==> config.mk <==
export PLATFORM = sky130hd
export DESIGN_NAME = colorled_scan_ctrl
export DESIGN_NICKNAME = d
export VERILOG_FILES = /design/src/rtl/colorled_scan_ctrl.sv
export SDC_FILE = /design/constraint.sdc
export NUM_CORES = 1
export LEC_CHECK = 0
export ABC_AREA = 1
export BUFFER_PORTS_ARGS = -buffer_cell sky130_fd_sc_hd__buf_2
export CAP_MARGIN = 10
export CELL_PAD_IN_SITES_DETAIL_PLACEMENT = 1
export CELL_PAD_IN_SITES_GLOBAL_PLACEMENT = 1
export CORE_MARGIN = 10
export CORE_UTILIZATION = 43
export CTS_CLUSTER_DIAMETER = 120
export CTS_CLUSTER_SIZE = 14
export DETAILED_ROUTE_END_ITERATION = 10
export PLACE_DENSITY = 0.78
export SETUP_SLACK_MARGIN = 0.15
export SLEW_MARGIN = 0
export SYNTH_ARGS = -nofsm -noshare
export SYNTH_HDL_FRONTEND = slang
export SYNTH_SLANG_ARGS = --single-unit
==> constraint.sdc <==
create_clock -name clk -period 2.3 [get_ports clk]
set_clock_uncertainty 0.2 [all_clocks]
set_input_delay 0.23 -clock clk [delete_from_list [all_inputs] [get_ports clk]]
set_output_delay 0.23 -clock clk [all_outputs]
set_load 0.01 [all_outputs]
==> src/rtl/colorled_scan_ctrl.sv <==
//------------------------------------------------------------------------------
// colorled_scan_ctrl
//
// Scan scheduler for the colour-LED key/lamp matrix. Strobes one row at a
// time (active-low), lets the column lines settle, samples them once per row
// slot, debounces every key across frames and flips the key's lamp on each
// accepted press.
//
// Ports
//   clk            : system clock
//   rst            : synchronous reset, active-high
//   i_enable       : 1 = scan running, 0 = stop at the end of the current slot
//   i_sense        : column sense lines, active-low (0 = pressed), asynchronous
//   o_row_drive    : row strobe, active-low one-hot, all ones when idle
//   o_scan_row     : index of the driven row (kept while idle)
//   o_led_state    : lamp state, bit r*N_COLS+c, 0 = on, 1 = off
//   o_toggle_pulse : one-cycle pulse on every lamp that has just flipped
//   o_frame_done   : one-cycle pulse when the row index wraps back to 0
//------------------------------------------------------------------------------
`timescale 1ns/1ps

module colorled_scan_ctrl #(
  parameter int N_ROWS       = 4,
  parameter int N_COLS       = 3,
  parameter int DWELL_CYC    = 1000,
  parameter int SETTLE_CYC   = 8,
  parameter int DEBOUNCE_CNT = 3
) (
  input  logic                       clk,
  input  logic                       rst,
  input  logic                       i_enable,
  input  logic [N_COLS-1:0]          i_sense,
  output logic [N_ROWS-1:0]          o_row_drive,
  output logic [$clog2(N_ROWS)-1:0]  o_scan_row,
  output logic [N_ROWS*N_COLS-1:0]   o_led_state,
  output logic [N_ROWS*N_COLS-1:0]   o_toggle_pulse,
  output logic                       o_frame_done
);

  localparam int ROW_W  = $clog2(N_ROWS);
  localparam int TIM_W  = $clog2(DWELL_CYC);
  localparam int DB_W   = $clog2(DEBOUNCE_CNT + 1);
  localparam int N_KEYS = N_ROWS * N_COLS;

  localparam logic [TIM_W-1:0] SAMPLE_AT = TIM_W'(SETTLE_CYC);
  localparam logic [TIM_W-1:0] SLOT_LAST = TIM_W'(DWELL_CYC - 1);
  localparam logic [ROW_W-1:0] ROW_LAST  = ROW_W'(N_ROWS - 1);

  typedef enum logic [1:0] {
    IDLE   = 2'd0,
    SETTLE = 2'd1,
    HOLD   = 2'd2
  } state_t;

  state_t              state_reg, state_next;
  logic [TIM_W-1:0]    timer_reg, timer_next;
  logic [ROW_W-1:0]    row_reg, row_next;
  logic [N_ROWS-1:0]   row_drive_reg, row_drive_next;
  logic                frame_done_reg, frame_done_next;
  logic [N_COLS-1:0]   sense_meta_reg, sense_sync_reg;
  logic                sample;

  // Two-flop synchroniser; idles at all ones (nothing pressed).
  always_ff @(posedge clk) begin
    if (rst) begin
      sense_meta_reg <= '1;
      sense_sync_reg <= '1;
    end else begin
      sense_meta_reg <= i_sense;
      sense_sync_reg <= sense_meta_reg;
    end
  end

  always_ff @(posedge clk) begin
    if (rst) begin
      state_reg      <= IDLE;
      timer_reg      <= '0;
      row_reg        <= '0;
      row_drive_reg  <= '1;
      frame_done_reg <= 1'b0;
    end else begin
      state_reg      <= state_next;
      timer_reg      <= timer_next;
      row_reg        <= row_next;
      row_drive_reg  <= row_drive_next;
      frame_done_reg <= frame_done_next;
    end
  end

  // The slot timer runs from 0 to DWELL_CYC-1 in SETTLE and HOLD alike, so a
  // slot always lasts DWELL_CYC cycles; the state only marks whether the
  // sample for this row has been taken yet.
  always_comb begin
    state_next      = state_reg;
    timer_next      = timer_reg;
    row_next        = row_reg;
    frame_done_next = 1'b0;
    sample          = 1'b0;
    case (state_reg)
      IDLE: begin
        if (i_enable) begin
          state_next = SETTLE;
          timer_next = '0;
          row_next   = '0;
        end
      end
      SETTLE: begin
        timer_next = timer_reg + 1'b1;
        if (timer_reg == SAMPLE_AT) begin
          sample     = 1'b1;
          state_next = HOLD;
        end
      end
      HOLD: begin
        if (timer_reg == SLOT_LAST) begin
          timer_next = '0;
          if (i_enable) begin
            state_next = SETTLE;
            if (row_reg == ROW_LAST) begin
              row_next        = '0;
              frame_done_next = 1'b1;
            end else begin
              row_next = row_reg + 1'b1;
            end
          end else begin
            // Row index is kept so the last scanned row stays visible.
            state_next = IDLE;
          end
        end else begin
          timer_next = timer_reg + 1'b1;
        end
      end
      default: begin
        state_next = IDLE;
        timer_next = '0;
      end
    endcase
  end

  // Row strobe is decoded from the next state and registered, so the pins
  // only ever change on a clock edge.
  genvar gi;
  generate
    for (gi = 0; gi < N_ROWS; gi++) begin : g_row
      assign row_drive_next[gi] = (state_next == IDLE) || (row_next != ROW_W'(gi));
    end
  endgenerate

  // Per-key debounce and lamp toggle. Each key is evaluated only on the
  // single sample taken while its own row is driven, i.e. once per frame.
  generate
    for (gi = 0; gi < N_KEYS; gi++) begin : g_key
      localparam int ROW = gi / N_COLS;
      localparam int COL = gi % N_COLS;

      logic [DB_W-1:0] cnt_reg;
      logic            pressed_reg;
      logic            led_reg;
      logic            toggle_reg;
      logic            raw_pressed;
      logic            hit;

      assign raw_pressed = ~sense_sync_reg[COL];
      assign hit         = sample && (row_reg == ROW_W'(ROW));

      always_ff @(posedge clk) begin
        if (rst) begin
          cnt_reg     <= '0;
          pressed_reg <= 1'b0;
          led_reg     <= 1'b1;
          toggle_reg  <= 1'b0;
        end else begin
          toggle_reg <= 1'b0;
          if (hit) begin
            if (raw_pressed == pressed_reg) begin
              cnt_reg <= '0;
            end else if (cnt_reg == DB_W'(DEBOUNCE_CNT - 1)) begin
              cnt_reg     <= '0;
              pressed_reg <= raw_pressed;
              // Only a released->pressed acceptance flips the lamp.
              if (raw_pressed) begin
                led_reg    <= ~led_reg;
                toggle_reg <= 1'b1;
              end
            end else begin
              cnt_reg <= cnt_reg + 1'b1;
            end
          end
        end
      end

      assign o_led_state[gi]    = led_reg;
      assign o_toggle_pulse[gi] = toggle_reg;
    end
  endgenerate

  assign o_row_drive  = row_drive_reg;
  assign o_scan_row   = row_reg;
  assign o_frame_done = frame_done_reg;

endmodule

==> impl_results.md, run 1 <==
- Post-route setup TNS: 0 ps
- Crit path max fanout: 11
- Initial antenna violation count: 0
- RSZ-0062 raised after global routing: false
- Mux cell area share after synthesis: 0
- Core Region: 0.00920 mm^2
- Yosys reg bits: 85
- Vias in the first global route: around 3600
- Main synth FF type: dfxtp_1
- Synth unique cells: 29
- Max IR drop VDD: 0.288 mV
- Diode count: 0
- Synth Cell Area: 0.00405 mm^2
- Dpl cells: about 660
- DP HPWL: 7040 um
- Final min period: 2040 ps
- Max Buffers Root-to-Sink: 2
- Sw frac: 0.237
- Worst slew margin: 0.596
- Fin crit share: 0.886
- Clk Latency, worst-skew pair: 360 ps
- Routed Antenna Nets: 0
- Final Wtd Congestion: 0.850
- Yosys top cell by area: dfxtp_1
- Die Span Y: 117 um
- CP Data Required Time: 2330 ps
- Vias post-DR: 3472
- Total CTS buffers: 9
- Sink Count: 85
- Area Growth Syn to Fin: 10.8%
- Clock Power Share: 0.433
- Site Rows: 35
- Post-synthesis xor/xnor area fraction: 0.0194
- Die span in x: approximately 120 um
- Place WS: approximately 120 ps
- IO buf count: 36
- CTS H-tree depth: 3
- Max reg flops: 24
- CP startpoint kind: flip-flop
- Post-synthesis sequential area ratio: 0.420
- First-pass GRT wire length: 16500 um
- Main combinational cell family by area after synthesis: simple AND/OR/NAND/NOR gates
- Critical path type: reg -> reg
- Drt initial violations: 112
- Post-synthesis simple-gate area fraction: 0.328
- Top cell type's share of synthesized area: 0.420
- Status: complete, no violations
- Max Fclk: 0.490 GHz
- Detailed Route WL: approximately 10000 um
- Final-stage net count: 581
- Wire per inst: 14.5 um
- Top post-synthesis cells by area: dfxtp_1, nand2_1, nor2_1
- Pwr Density: 634 mW/mm^2
- Fraction of the mapped netlist area in adder cells: 0.0463
- Worst EP arrival: 2070 ps
- Syn_nets: roughly 560
- Proportion of layout cells with a drive suffix above 1: 0.158
- Post-synth EDFFs: 0
- Initial Util: 0.441
- Post-DR vias/cell: 5.14
- Hold Vio Cnt, Final: 0
- Leakage: around 1.9 nW
- Switch Pwr: about 0.67 mW
- Largest net degree at the start of global routing: 45
- Finished Layout Cells: 676
- DRC viols: 0
- Cells after Synth: 542
- Final Worst Setup Slack: 261 ps
- Ys Warns: 0
- Avg Cell Area, Syn: 7.48 um^2
- Complex-gate fraction of the synthesized area: 0.0685
- Seq pwr share: 0.523
- Register clock-pin slew on the reported worst setup and hold paths: approximately 90 ps
- TritonCTS clock tree: yes
- Fillers: 1172
- Min-Delay Path Class: in -> reg
- Worst Hold Margin: ~16 ps
- Tightest Pin Transition: 606 ps
- I/O pin cnt: 37
- Internal power: 2.17 mW
- GR Util All Layers: 0.150
- Finished Core Util: 0.489
- Max-cap viol count: 0
- Final Slew Violations: 0
- CTS root buf: clkbuf_8
- Final setup violation count: 0
- Gr ovfl total: 0
- Post-synth ARST share: 0
- Drt first pass iters: 4
- Crit. End Element: flip-flop
- Die area: 0.0137 mm^2
- Combinational Power Share: 0.044
==> critical path, cell delays in order, from the launching register on <==
cell and delay [ps]:
dfxtp_1 340, inv_2 80, ha_1 150, nand2_1 90
nor2_2 140, nand3_2 120, nor2_4 140, buf_12 140
nand2_4 130, nor2_4 190, nand2_1 70, nand2_1 70
nand3_1 50
==> stage by stage <==
stage / power (mW) / area, um^2
after floorplan: 1.60 / 4050
after global placement: 1.64 / 4150
after detailed placement: 1.64 / 4150
after CTS: 2.87 / 4430
after global routing: 2.96 / 4490
final: 2.85 / 4490
==> power by group through the flow <==
| stage | logic [mW] | clock network [mW] | registers [mW] |
|---|---|---|---|
| finish | 0.124 | 1.23 | 1.49 |
| global route | 0.140 | 1.33 | 1.49 |
| CTS | 0.121 | 1.26 | 1.49 |
| detailed placement | 0.116 | 0 | 1.52 |
| global placement | 0.113 | 0 | 1.52 |
| floorplan | 0.0807 | 0 | 1.52 |
==> Yosys cell counts (3+ instances only) <==
cell and instances:
nor2_4 5, nand2_1 112, nand3b_1 12, buf_6 3
buf_2 3, a21oi_1 33, nand2_2 5, buf_4 24
or2_2 7, nor2_1 62, ha_1 15, nand4_1 12
nand3_1 37, nor2_2 5, inv_1 56, nor3_1 19
dfxtp_1 85, o21ai_0 20, xnor2_1 7, clkbuf_1 8
==> cell type report <==
class | count | area [um^2] | area share
clock buffers | 10 | 138 | 0.0306
clock inverters | 6 | 93.8 | 0.0209
inverters | 58 | 218 | 0.0485
multi-input cells | 361 | 1940 | 0.431
flip-flops and latches | 85 | 1700 | 0.379
well taps | 111 | 139 | 0.0309
repair buffers | 45 | 268 | 0.0596
==> path summary, 6_finish.rpt <==
| kind | startpoint | endpoint | slack (ps) | depth (start not counted) |
|---|---|---|---|---|
| max reg2reg | timer_reg[0] | g_key[2].led_reg | 260 | 12 |
| min | i_enable | o_frame_done | 20 | 3 |
| max | timer_reg[0] | g_key[2].led_reg | 260 | 12 |
| min reg2reg | sense_meta_reg[1] | sense_sync_reg[1] | 220 | 1 |
==> timing repair <==
action | 4_1_cts | 5_1_grt
gates resized for setup | 4 | 11
hold buffers | 3 | 0
hold endpoints to repair | 3 | 0
pin swaps | 0 | 2
setup endpoints to repair | 19 | 51
setup buffers | 0 | 1
==> metal layers <==
metal  GRT usage  up-vias  share of wire
met5           0        -              0
met1       0.178     1677           0.46
li1            -     1746              -
met2       0.260       40           0.48
met3      0.0362        9          0.044
met4      0.0445        0          0.010
==> cell usage in the layout (no fill, tap or decap), types with 2 or more instances in the layout <==
cell	count
or2_2	7
o21ai_0	20
dlygate4sd3_1	3
buf_4	5
nor2_1	59
bufinv_16	2
nand3b_1	12
nor2_8	2
nor3_1	19
inv_1	55
nor2_4	11
ha_1	15
clkbuf_8	10
nand2_2	2
buf_2	36
nand2_4	4
nand2_1	111
a21oi_1	33
nand3_1	37
xor2_1	2
inv_2	2
dfxtp_1	85
nand4_1	12
nor2_2	2
nor4_1	2
xnor2_1	7
==> cells by family (layout without fill, tap and decap cells) <==
family,after synthesis,after routing
and+or+nand+nor,282,282
DFF,85,85
AOI/OAI and AO/OA,55,55
buffers and inverters,96,119
xor gates and xnor gates,9,9
adders and majority gates,15,15
(Power assumes the default switching activity.)
==> inputs of run 2 (changes only) <==
--- a/config.mk
+++ b/config.mk
@@ -6,7 +6,7 @@
 export NUM_CORES = 1
 export LEC_CHECK = 0
 export ABC_AREA = 1
-export BUFFER_PORTS_ARGS = -buffer_cell sky130_fd_sc_hd__buf_2
+export BUFFER_PORTS_ARGS = -buffer_cell sky130_fd_sc_hd__buf_4
 export CAP_MARGIN = 10
 export CELL_PAD_IN_SITES_DETAIL_PLACEMENT = 1
 export CELL_PAD_IN_SITES_GLOBAL_PLACEMENT = 1
@@ -21,3 +21,4 @@
 export SYNTH_ARGS = -nofsm -noshare
 export SYNTH_HDL_FRONTEND = slang
 export SYNTH_SLANG_ARGS = --single-unit
+export TNS_END_PERCENT = 10
==> run 2 against run 1 <==
  * First-iteration DRC count grew 34%
  * Non-clock buffer count did not move
  * Cell count is the same
  * Largest power group unchanged
  * Highest routed layer unchanged
==> impl_results.md, run 2 (synthesized netlist as in run 1, its figures left out) <==
- Post-DR vias/cell: slightly above 5
- Final min period: ~2000 ps
- Vias post-DR: 3454
- Design Area, Final: 0.00456 mm^2
- GR Util All Layers: 0.148
- Place WS: 119 ps
- Post-route setup TNS: 0 ps
- Worst R2R Path Depth: 12
- Final Worst Setup Slack: 296 ps
- Max IR drop VDD: 0.335 mV
- Min-Delay Path Class: in -> reg
- Sink Count: between 80 and 90
- CTS root buf: clkbuf_8
- Max Fclk: 0.499 GHz
- Proportion of layout cells with a drive suffix above 1: 0.150
- Die span in x: 117 um
- Vias in the first global route: 3636
- Core Region: 0.00920 mm^2
- Clk Latency, worst-skew pair: 360 ps
- Crit path max fanout: 11
- Max Buffers Root-to-Sink: 2
- Worst EP arrival: 2040 ps
- Detailed Route WL: 9620 um
- TritonCTS clock tree: yes
- CP startpoint kind: flip-flop
- Hold Vio Cnt, Final: 0
- Critical path type: reg -> reg
- Initial Util: 0.441
- IO buf count: 36
- Tightest Pin Transition: 684 ps
- Wire per inst: between 10 and 15 um
- Drt first pass iters: 4
- DP HPWL: 6840 um
- Routed Antenna Nets: 0
- DRC viols: 0
- Worst slew margin: 0.542
- Site Rows: 35
- Diode count: 0
- First-pass GRT wire length: 16400 um
- Area Growth Syn to Fin: 12.6%
- Pwr Density: 614 mW/mm^2
- CTS H-tree depth: 3
- Final Slew Violations: 0
- Die area: between 0.01 and 0.015 mm^2
- Finished Layout Cells: 676
- RSZ-0062 raised after global routing: true
- Total CTS buffers: 9
- Commonest non-fill, non-tap cell in the layout: nand2_1
- Initial antenna violation count: 0
- Dpl cells: around 660
- Final Wtd Congestion: around 0.84
- Max reg flops: 24
- Crit. End Element: flip-flop
- Largest net degree at the start of global routing: 45
- Fin crit share: 0.871
- Drt initial violations: 150
- I/O pin cnt: 37
- Register clock-pin slew on the reported worst setup and hold paths: 80 ps
- Gr ovfl total: 0
- Final-stage net count: 581
- Status: complete, no violations
- Max-cap viol count: 0
- Commonest cells after routing, fill and taps aside: nand2_1, dfxtp_1, nor2_1
- Die Span Y: ~120 um
- CP Data Required Time: approximately 2300 ps
- Dpl cell area: roughly 0.0042 mm^2
- Leakage: about 1.9 nW
- Final setup violation count: 0
- Hold Path Depth: 2
==> run 2: cell count changes in the layout (fill, tap and decap cells not counted) <==
cell           change
buf_2             -36
buf_4             +35
nor2_2             +2
nor2_4             -2
clkbuf_1           +1
clkinv_4           -1
clkinvlp_4         +1
dlygate4sd3_1      +1
inv_1              +1
inv_2              -1
inv_8              -1
nand2_1            +1
nand2_2            -1
==> run 2: area by class of cell <==
cell class / count / area (um^2)
Tap cell: 111 / 139
Inverter: 58 / 218
Clock buffer: 11 / 141
Multi-Input combinational cell: 361 / 1920
Timing Repair Buffer: 45 / 360
Clock inverter: 5 / 81.3
Sequential cell: 85 / 1700
Fill cell: 1179 / 4630
==> run 2: timing repair <==
action / in CTS / in global routing
setup buffers: 0 / 1
endpoints found under the hold margin: 4 / 0
hold buffers: 4 / 0
pin swaps: 0 / 2
resized for setup: 1 / 10
setup endpoints to repair: 4 / 51
==> run 2: critical path, cell delays in order, from the launching register on <==
cell     delay (ps)
dfxtp_1         330
inv_1           110
ha_1            170
nand2_1          70
nor2_2          110
nand3_2         120
nor2_4          140
buf_12          140
nand2_4         130
nor2_4          190
nand2_1          60
nand2_1          60
nand3_1          50
==> run 2: per-layer routing <==
metal / vias to the layer above / GRT usage / part of all wire
met5: - / 0 / 0
li1: 1756 / - / -
met3: 12 / 0.0331 / 0.036
met2: 39 / 0.260 / 0.49
met4: 0 / 0.0519 / 0.015
met1: 1647 / 0.174 / 0.46
==> run 2: worst paths after layout <==
kind	from	endpoint	slack [ps]
worst min-delay path	rst	state_reg[1]	70
worst min register to register	sense_meta_reg[2]	sense_sync_reg[2]	220
worst max register to register	timer_reg[0]	g_key[2].led_reg	300
worst max-delay path	timer_reg[0]	g_key[2].led_reg	300
==> run 2: metrics by stage <==
step,hold WS [ps],power [mW],utilization
finish,73.5,2.80,0.496
global route,84.7,2.91,0.496
CTS,59.4,2.84,0.490
detailed placement,202,1.64,0.460
global placement,192,1.64,0.460
floorplan,134,1.60,-
==> run 2: power breakdown <==
part | leakage (nW) | switching, mW | internal [mW] | total (mW)
clock | 0.110 | 0.544 | 0.644 | 1.19
combinational | 1.10 | 0.0828 | 0.0420 | 0.125
sequential | 0.687 | 0.0100 | 1.48 | 1.49
total | 1.90 | 0.637 | 2.17 | 2.80
